===== src/rtl/shifter_pkg.sv =====
// rtl/shifter_pkg.sv - op encodings and FSM state type for the iterative shifter
package shifter_pkg;

    localparam logic [1:0] OP_SLL = 2'b00;
    localparam logic [1:0] OP_SRL = 2'b01;
    localparam logic [1:0] OP_SRA = 2'b10;
    localparam logic [1:0] OP_ROR = 2'b11;

    typedef enum logic [1:0] {
        IDLE  = 2'd0,
        SHIFT = 2'd1,
        DONE  = 2'd2
    } shift_state_t;

endpackage


===== src/rtl/shift_step_unit.sv =====
// rtl/shift_step_unit.sv - combinational shift/rotate of data by k in 0..STEP
module shift_step_unit
    import shifter_pkg::*;
#(
    parameter int XLEN = 32,
    parameter int STEP = 4,
    parameter int KW   = $clog2(STEP) + 1
) (
    input  logic [XLEN-1:0] data,
    input  logic [1:0]      op,
    input  logic [KW-1:0]   k,
    output logic [XLEN-1:0] result
);

    logic [XLEN-1:0] stage [0:KW];

    assign stage[0] = data;

    // Stage i moves the value by 2**i when bit i of k is set.
    for (genvar i = 0; i < KW; i++) begin : g_stage
        localparam int AMT = 1 << i;
        logic [XLEN-1:0] moved;

        always_comb begin
            moved = stage[i];
            case (op)
                OP_SLL:  moved = stage[i] << AMT;
                OP_SRL:  moved = stage[i] >> AMT;
                OP_SRA:  moved = XLEN'($signed(stage[i]) >>> AMT);
                default: moved = (stage[i] >> AMT) | (stage[i] << (XLEN - AMT));
            endcase
        end

        assign stage[i+1] = k[i] ? moved : stage[i];
    end

    assign result = stage[KW];

endmodule


===== src/rtl/iterative_shifter.sv =====
// rtl/iterative_shifter.sv - multi-cycle SLL/SRL/SRA/ROR unit, at most STEP bits per clock
module iterative_shifter
    import shifter_pkg::*;
#(
    parameter int XLEN    = 32,
    parameter int SHAMT_W = $clog2(XLEN),
    parameter int STEP    = 4
) (
    input  logic               clk,
    input  logic               rst,
    input  logic               flush,
    input  logic               in_valid,
    output logic               in_ready,
    input  logic [1:0]         op,
    input  logic [XLEN-1:0]    operand,
    input  logic [SHAMT_W-1:0] shamt,
    output logic               out_valid,
    input  logic               out_ready,
    output logic [XLEN-1:0]    result,
    output logic               busy
);

    localparam int KW = $clog2(STEP) + 1;

    shift_state_t       state_q, state_d;
    logic [XLEN-1:0]    data_q, data_d;
    logic [1:0]         op_q, op_d;
    logic [SHAMT_W-1:0] rem_q, rem_d;
    logic [KW-1:0]      k;
    logic [XLEN-1:0]    step_out;
    logic [SHAMT_W-1:0] rem_next;

    assign k        = (rem_q < SHAMT_W'(STEP)) ? KW'(rem_q) : KW'(STEP);
    assign rem_next = rem_q - SHAMT_W'(k);

    shift_step_unit #(
        .XLEN (XLEN),
        .STEP (STEP),
        .KW   (KW)
    ) u_step (
        .data   (data_q),
        .op     (op_q),
        .k      (k),
        .result (step_out)
    );

    assign in_ready  = (state_q == IDLE) & ~rst & ~flush;
    assign out_valid = (state_q == DONE);
    assign busy      = (state_q != IDLE);
    assign result    = data_q;

    always_comb begin
        state_d = state_q;
        data_d  = data_q;
        op_d    = op_q;
        rem_d   = rem_q;
        // flush abandons the operation but leaves data_q as it was
        if (flush) begin
            state_d = IDLE;
        end else begin
            case (state_q)
                IDLE: begin
                    if (in_valid && in_ready) begin
                        data_d  = operand;
                        op_d    = op;
                        rem_d   = shamt;
                        state_d = (shamt == '0) ? DONE : SHIFT;
                    end
                end
                SHIFT: begin
                    data_d = step_out;
                    rem_d  = rem_next;
                    if (rem_next == '0) begin
                        state_d = DONE;
                    end
                end
                DONE: begin
                    if (out_ready) begin
                        state_d = IDLE;
                    end
                end
                default: state_d = IDLE;
            endcase
        end
    end

    always_ff @(posedge clk) begin
        if (rst) begin
            state_q <= IDLE;
            data_q  <= '0;
            op_q    <= OP_SLL;
            rem_q   <= '0;
        end else begin
            state_q <= state_d;
            data_q  <= data_d;
            op_q    <= op_d;
            rem_q   <= rem_d;
        end
    end

endmodule


===== config.mk =====
export PLATFORM = sky130hd
export DESIGN_NAME = iterative_shifter
export DESIGN_NICKNAME = d
export VERILOG_FILES = /design/src/rtl/shifter_pkg.sv /design/src/rtl/shift_step_unit.sv /design/src/rtl/iterative_shifter.sv
export SDC_FILE = /design/constraint.sdc
export NUM_CORES = 1
export LEC_CHECK = 0
export CAP_MARGIN = 10
export CORE_MARGIN = 4
export CORE_UTILIZATION = 55
export CTS_BUF_LIST = sky130_fd_sc_hd__clkbuf_2
export DETAILED_ROUTE_END_ITERATION = 16
export HOLD_SLACK_MARGIN = 0.15
export PLACE_DENSITY = 0.86
export SLEW_MARGIN = 0
export SYNTH_ARGS = -nofsm -noshare
export SYNTH_HDL_FRONTEND = slang
export SYNTH_SLANG_ARGS = --single-unit

===== constraint.sdc =====
create_clock -name clk -period 5.3 [get_ports clk]
set_clock_uncertainty 0.2 [all_clocks]
set_input_delay 1.06 -clock clk [delete_from_list [all_inputs] [get_ports clk]]
set_output_delay 1.06 -clock clk [all_outputs]
set_load 0.005 [all_outputs]

### Yosys cells after proc, flatten, opt, wreduce, memory -nomap -nowiden

Cells that the tools add are included.
Widths: inputs -> output; s select.

| word-level totals | value |
|---|---|
| flip-flop bits (word level) | 41 |
| input bits | 44 |
| output and inout port bits | 35 |
| word-level logic and storage cells | 47 |

| operators by class | value |
|---|---|
| $add $sub $neg | 1 |
| order comparisons | 1 |
| equality and inequality tests | 7 |
| mux-type cells | 16 |
| bitwise gates (word level) | 7 |
| reduce and logical (&&, ||, !) cells | 11 |

Operator list:

| kind | number |
|---|---|
| $pmux 32 s3 | 3 |
| $mux 32 | 4 |
| $pmux 32 s2 | 1 |
| $or 28x32->32 | 1 |
| $or 30x32->32 | 1 |
| $or 31x32->32 | 1 |
| $logic_not 5->1 | 2 |
| $pmux 5 s2 | 1 |
| $reduce_and 3->1 | 3 |
| $mux 2 | 4 |
| $pmux 2 s3 | 1 |
| $lt 5x3->1 const B | 1 |
| $mux 5 | 1 |
| $sub 5x3->5 | 1 |
| $eq 2x1->1 const B | 2 |
| $eq 2x2->1 const B | 2 |
| $logic_not 2->1 | 2 |
| $ne 2x1->1 const B | 2 |
| $reduce_bool 2->1 | 2 |
| $mux 3 | 1 |
| $and 1x1->1 | 2 |
| $ne 2x2->1 const B | 1 |
| $not 1->1 | 2 |
| $reduce_or 2->1 | 1 |
| $logic_and 1x1->1 | 1 |

### Longest topological paths before layout

| depth | value |
|---|---|
| word-level depth | 10 |
| gate-level depth with buffers | 11 |
| gate-level depth less buffers | 8 |

### By module

Synthesis repeated with hierarchy kept, for this count alone.

| unflattened totals | value |
|---|---|
| cell total of the unflattened synthesis | 715 |
| area total of the unflattened synthesis | 5013.6 µm² |

Modules (own cells, without submodules):

| module | times used | cells each | area an instance (µm²) | sequential area each (µm²) |
|---|---|---|---|---|
| shift_step_unit | 1 | 456 | 2857.7 | 0.0 |
| iterative_shifter | 1 | 259 | 2155.8 | 820.8 |

### Worst setup path before layout

No wires, ideal clock.

| timing | value |
|---|---|
| kind | input to output |
| from | input port flush |
| to | output port in_ready |
| arrival | 1.731 ns |
| required time | 4.040 ns |
| path slack | 2.309 ns |
| stages on the path | 2 |
| buffers on the path | 1 |
| cells stage by stage | clkbuf_1 > nor4_1 |

| between the ends | value |
|---|---|
| word-level cells in the longest chain between the ends | 2 |

Ends and longest elaborated chain:

| what | line | text |
|---|---|---|
| start: declaration | iterative_shifter.sv:11 | `input logic flush,` |
| $not 1->1 (no source line) | n/a |  |
| $and 1x1->1 | iterative_shifter.sv:47 | `assign in_ready = (state_q == IDLE) & ~rst & ~flush;` |
| end: declaration | iterative_shifter.sv:13 | `output logic in_ready,` |

Every way passes these cells.

### Worst setup path after layout

Ends and elaborated chain as after synthesis.

==> summary.md <==
| Metric | Value |
|---|---|
| Status | `finished clean` |
| Layout cell share with drive strength beyond 1 | `about 6.9%` |
| Clock share of power | `~17%` |
| Tightest Pin Transition | `approximately 1.1 ns` |
| Tmin final | `4.07 ns` |
| CTS Sinks | `approximately 40` |
| Ys flop type | `dfxtp_1` |
| First DRT Iteration DRCs | `a little under 900` |
| Worst flop-to-flop path startpoint | `rem_q[2]` |
| Pwr per Cell Area | `roughly 180 nW/um^2` |
| Area grow syn2layout | `17.8%` |
| Worst-path maximum fanout | `10` |
| CTS tree | `yes` |
| FP Rows | `31` |
| Sw Ratio | `approximately two fifths` |
| Count of cell types in the netlist | `56` |
| Final setup violation count | `0` |
| Skew-Pair Late Insertion Delay | `~0.45 ns` |
| DR vias | `5516` |
| Synth Cell Area | `between 4000 and 5000 sq um` |
| Sw Pwr | `between 300 and 400 uW` |
| Crit. End Element | `output pin` |
| Via density | `around 7.4` |
| RSZ-0062 raised after global routing | `false` |
| N_diodes | `0` |
| Seq/Total Area, Yosys | `around 20%` |
| Rel. slew slack | `28.7%` |
| CP Launch Type | `primary input` |
| # resized after CTS | `0` |
| CTS max path bufs | `2` |
| Req. time, crit path | `slightly above 4 ns` |
| Routed WL per cell | `21.3 um` |
| Final setup TNS | `0 ns` |
| Antenna violations before repair | `0` |
| Hold wc startpoint | `result[1]` |
| Commonest cells after routing, fill and taps aside | `nand2_1, clkdlybuf4s50_1, nor2_1` |
| Crit Path Class | `in2out` |
| IO Count | `79` |
| Pins Over Slew Limit | `0` |
| Max-cap violation count | `0` |
| Number of flops mapped to enable cells by yosys | `0` |
| Commonest non-fill, non-tap cell in the layout | `nand2_1` |
| Period utilization | `76.8%` |
| WHS | `~0.45 ns` |
| Synth async-reset ratio | `0%` |
| Hold buffer count at CTS | `0` |
| Initial core utilization | `between 50% and 60%` |
| # nets final | `686` |
| Die area | `a little over 9000 sq um` |
| Final GP Congestion | `around 0.95` |
| Critical path arrival | `2.81 ns` |
| Core ar. | `about 7300 sq um` |
| Flop2flop setup slack | `1.71 ns` |
| Vias in the first global route | `~5000` |
| Antenna Nets Post-Route | `0` |
| Pre-Repair DR Iteration Count | `6` |
| CTS buffer count | `5` |
| Die Span X | `~95 um` |
| Pleak | `approximately 1.5 nW` |
| Combinational Power Share | `approximately two fifths` |
| DRC | `0` |
| Global Route Usage Sum | `about a third` |
| Drt total wl | `approximately 16 mm` |
| Avg Inst Size Synth | `between 6 and 7 sq um` |
| CTS H-tree depth | `2` |
| Grt total ovfl | `0` |
| Final non-filler cell total | `~740` |
| Die height | `approximately 95 um` |
| Sequential power share | `around 44%` |
| Syn nets | `roughly 660` |
| # port buffers | `about 80` |
| DPL Wire Length | `between 10 and 15 mm` |
| Clock root buffer | `clkbuf_2` |
| Yosys warning count | `0` |
| Post-Syn Instances | `614` |
| Placed insts | `around 730` |
| Worst VDD drop | `roughly 0.09 mV` |
| Crit path from | `flush` |
| Setup Buffers After CTS | `0` |
| First-pass GRT wire length | `25.1 mm` |
| Max Fclk | `246 MHz` |
| Hold Vio Cnt, Final | `0` |
| Largest net degree at the start of global routing | `between 40 and 50` |
| Worst hold path type | `reg2reg` |
| Clock transition at path regs | `about 0.24 ns` |
| Int Pwr | `~510 uW` |
| Yosys reg bits | `41` |
cells in the mapped netlist (2+ instances only):
| cell type | count | area share, % |
|---|---|---|
| a32oi_1 | 3 | 0.63 |
| nand4_1 | 5 | 0.75 |
| mux2i_1 | 8 | 1.9 |
| o21ai_1 | 5 | 0.60 |
| buf_6 | 2 | 0.54 |
| nand2_1 | 114 | 10 |
| nor3_1 | 14 | 1.7 |
| o21ai_0 | 26 | 3.1 |
| nand2b_1 | 2 | 0.30 |
| buf_1 | 7 | 0.63 |
| o21a_1 | 4 | 0.72 |
| nor4_1 | 7 | 1.0 |
| and3_1 | 8 | 1.2 |
| a21o_1 | 3 | 0.54 |
| o32ai_1 | 3 | 0.63 |
| mux4_2 | 13 | 7.0 |
| or3_1 | 12 | 1.8 |
| or4b_1 | 2 | 0.48 |
| nor2b_1 | 5 | 0.75 |
| inv_1 | 4 | 0.36 |
| or2_2 | 2 | 0.30 |
| nor4b_4 | 2 | 1.1 |
| nand3b_1 | 2 | 0.36 |
| clkbuf_1 | 38 | 3.4 |
| o221ai_1 | 3 | 0.63 |
| nand3_1 | 32 | 3.8 |
| o22ai_1 | 9 | 1.3 |
| o211ai_1 | 9 | 1.6 |
| a31oi_1 | 29 | 4.3 |
| a311oi_1 | 14 | 2.9 |
| a2111oi_0 | 7 | 1.5 |
| buf_2 | 23 | 2.8 |
| dfxtp_1 | 41 | 20 |
| a21oi_1 | 45 | 5.4 |
| nor2_1 | 58 | 5.2 |
| o2111ai_1 | 8 | 1.7 |
| a211oi_1 | 21 | 3.8 |
| a221oi_1 | 6 | 1.3 |
through the flow:
stage	power [mW]	util (%)	area, sq um	worst slack [ns]
detailed placement	0.713	66.6	4880	1.22
global placement	0.703	66.6	4880	1.28
finish	0.872	67.1	4920	1.23
CTS	0.855	67.1	4920	1.22
floorplan	0.580	-	4180	2.31
global route	0.907	67.1	4920	1.09
power by group through the flow:
stage	registers (mW)	logic [mW]	clock network (mW)
floorplan	0.359	0.221	0
global placement	0.385	0.318	0
detailed placement	0.387	0.326	0
CTS	0.380	0.328	0.146
global route	0.387	0.362	0.157
finish	0.385	0.338	0.149
worst paths after layout:
path	end	cells after the start
worst max register to register	state_q[0]	8
worst min-delay path	result[1]	2
worst max-delay path	in_ready	3
worst min register to register	result[1]	2
flip-flops by register name, summed over array words and instances, names as in the netlist:
register	flops
op_q	2
rem_q	5
state_q	2
result	32
area by class of cell:
cell class | count | area [sq um]
Clock buffer | 5 | 25.0
Clock inverter | 3 | 12.5
Fill cell | 646 | 2410
Inverter | 4 | 15.0
Multi-Input combinational cell | 498 | 3040
Sequential cell | 41 | 821
Tap cell | 99 | 124
Timing Repair Buffer | 91 | 878
critical path, cell delays in order:
cell and delay, ns:
clkdlybuf4s50_1 0.57, nor4_1 0.57, clkdlybuf4s50_1 0.61
cell families after synthesis:
kind of cell               after synthesis  synth area share, %
AOI/OAI and AO/OA                      204                 32.8
DFF                                     41                 19.7
adders and majority gates                1                0.300
muxes                                   21                 8.93
buffers and inverters                   75                 7.88
other                                    1               0.0898
xor gates and xnor gates                 1                0.210
and+or+nand+nor                        270                 30.1
routing by layer:
layer  GRT usage, %  routed length, um  part of all wire, %  vias up
li1               -                  -                    -     2371
met1           45.5               5820                   37     2480
met2           51.2               6760                   43      535
met3           9.39               2280                   14      130
met4           20.4                953                  6.0        0
met5              0                  0                    0        -
No activity file was read; power rests on OpenSTA's default activity.
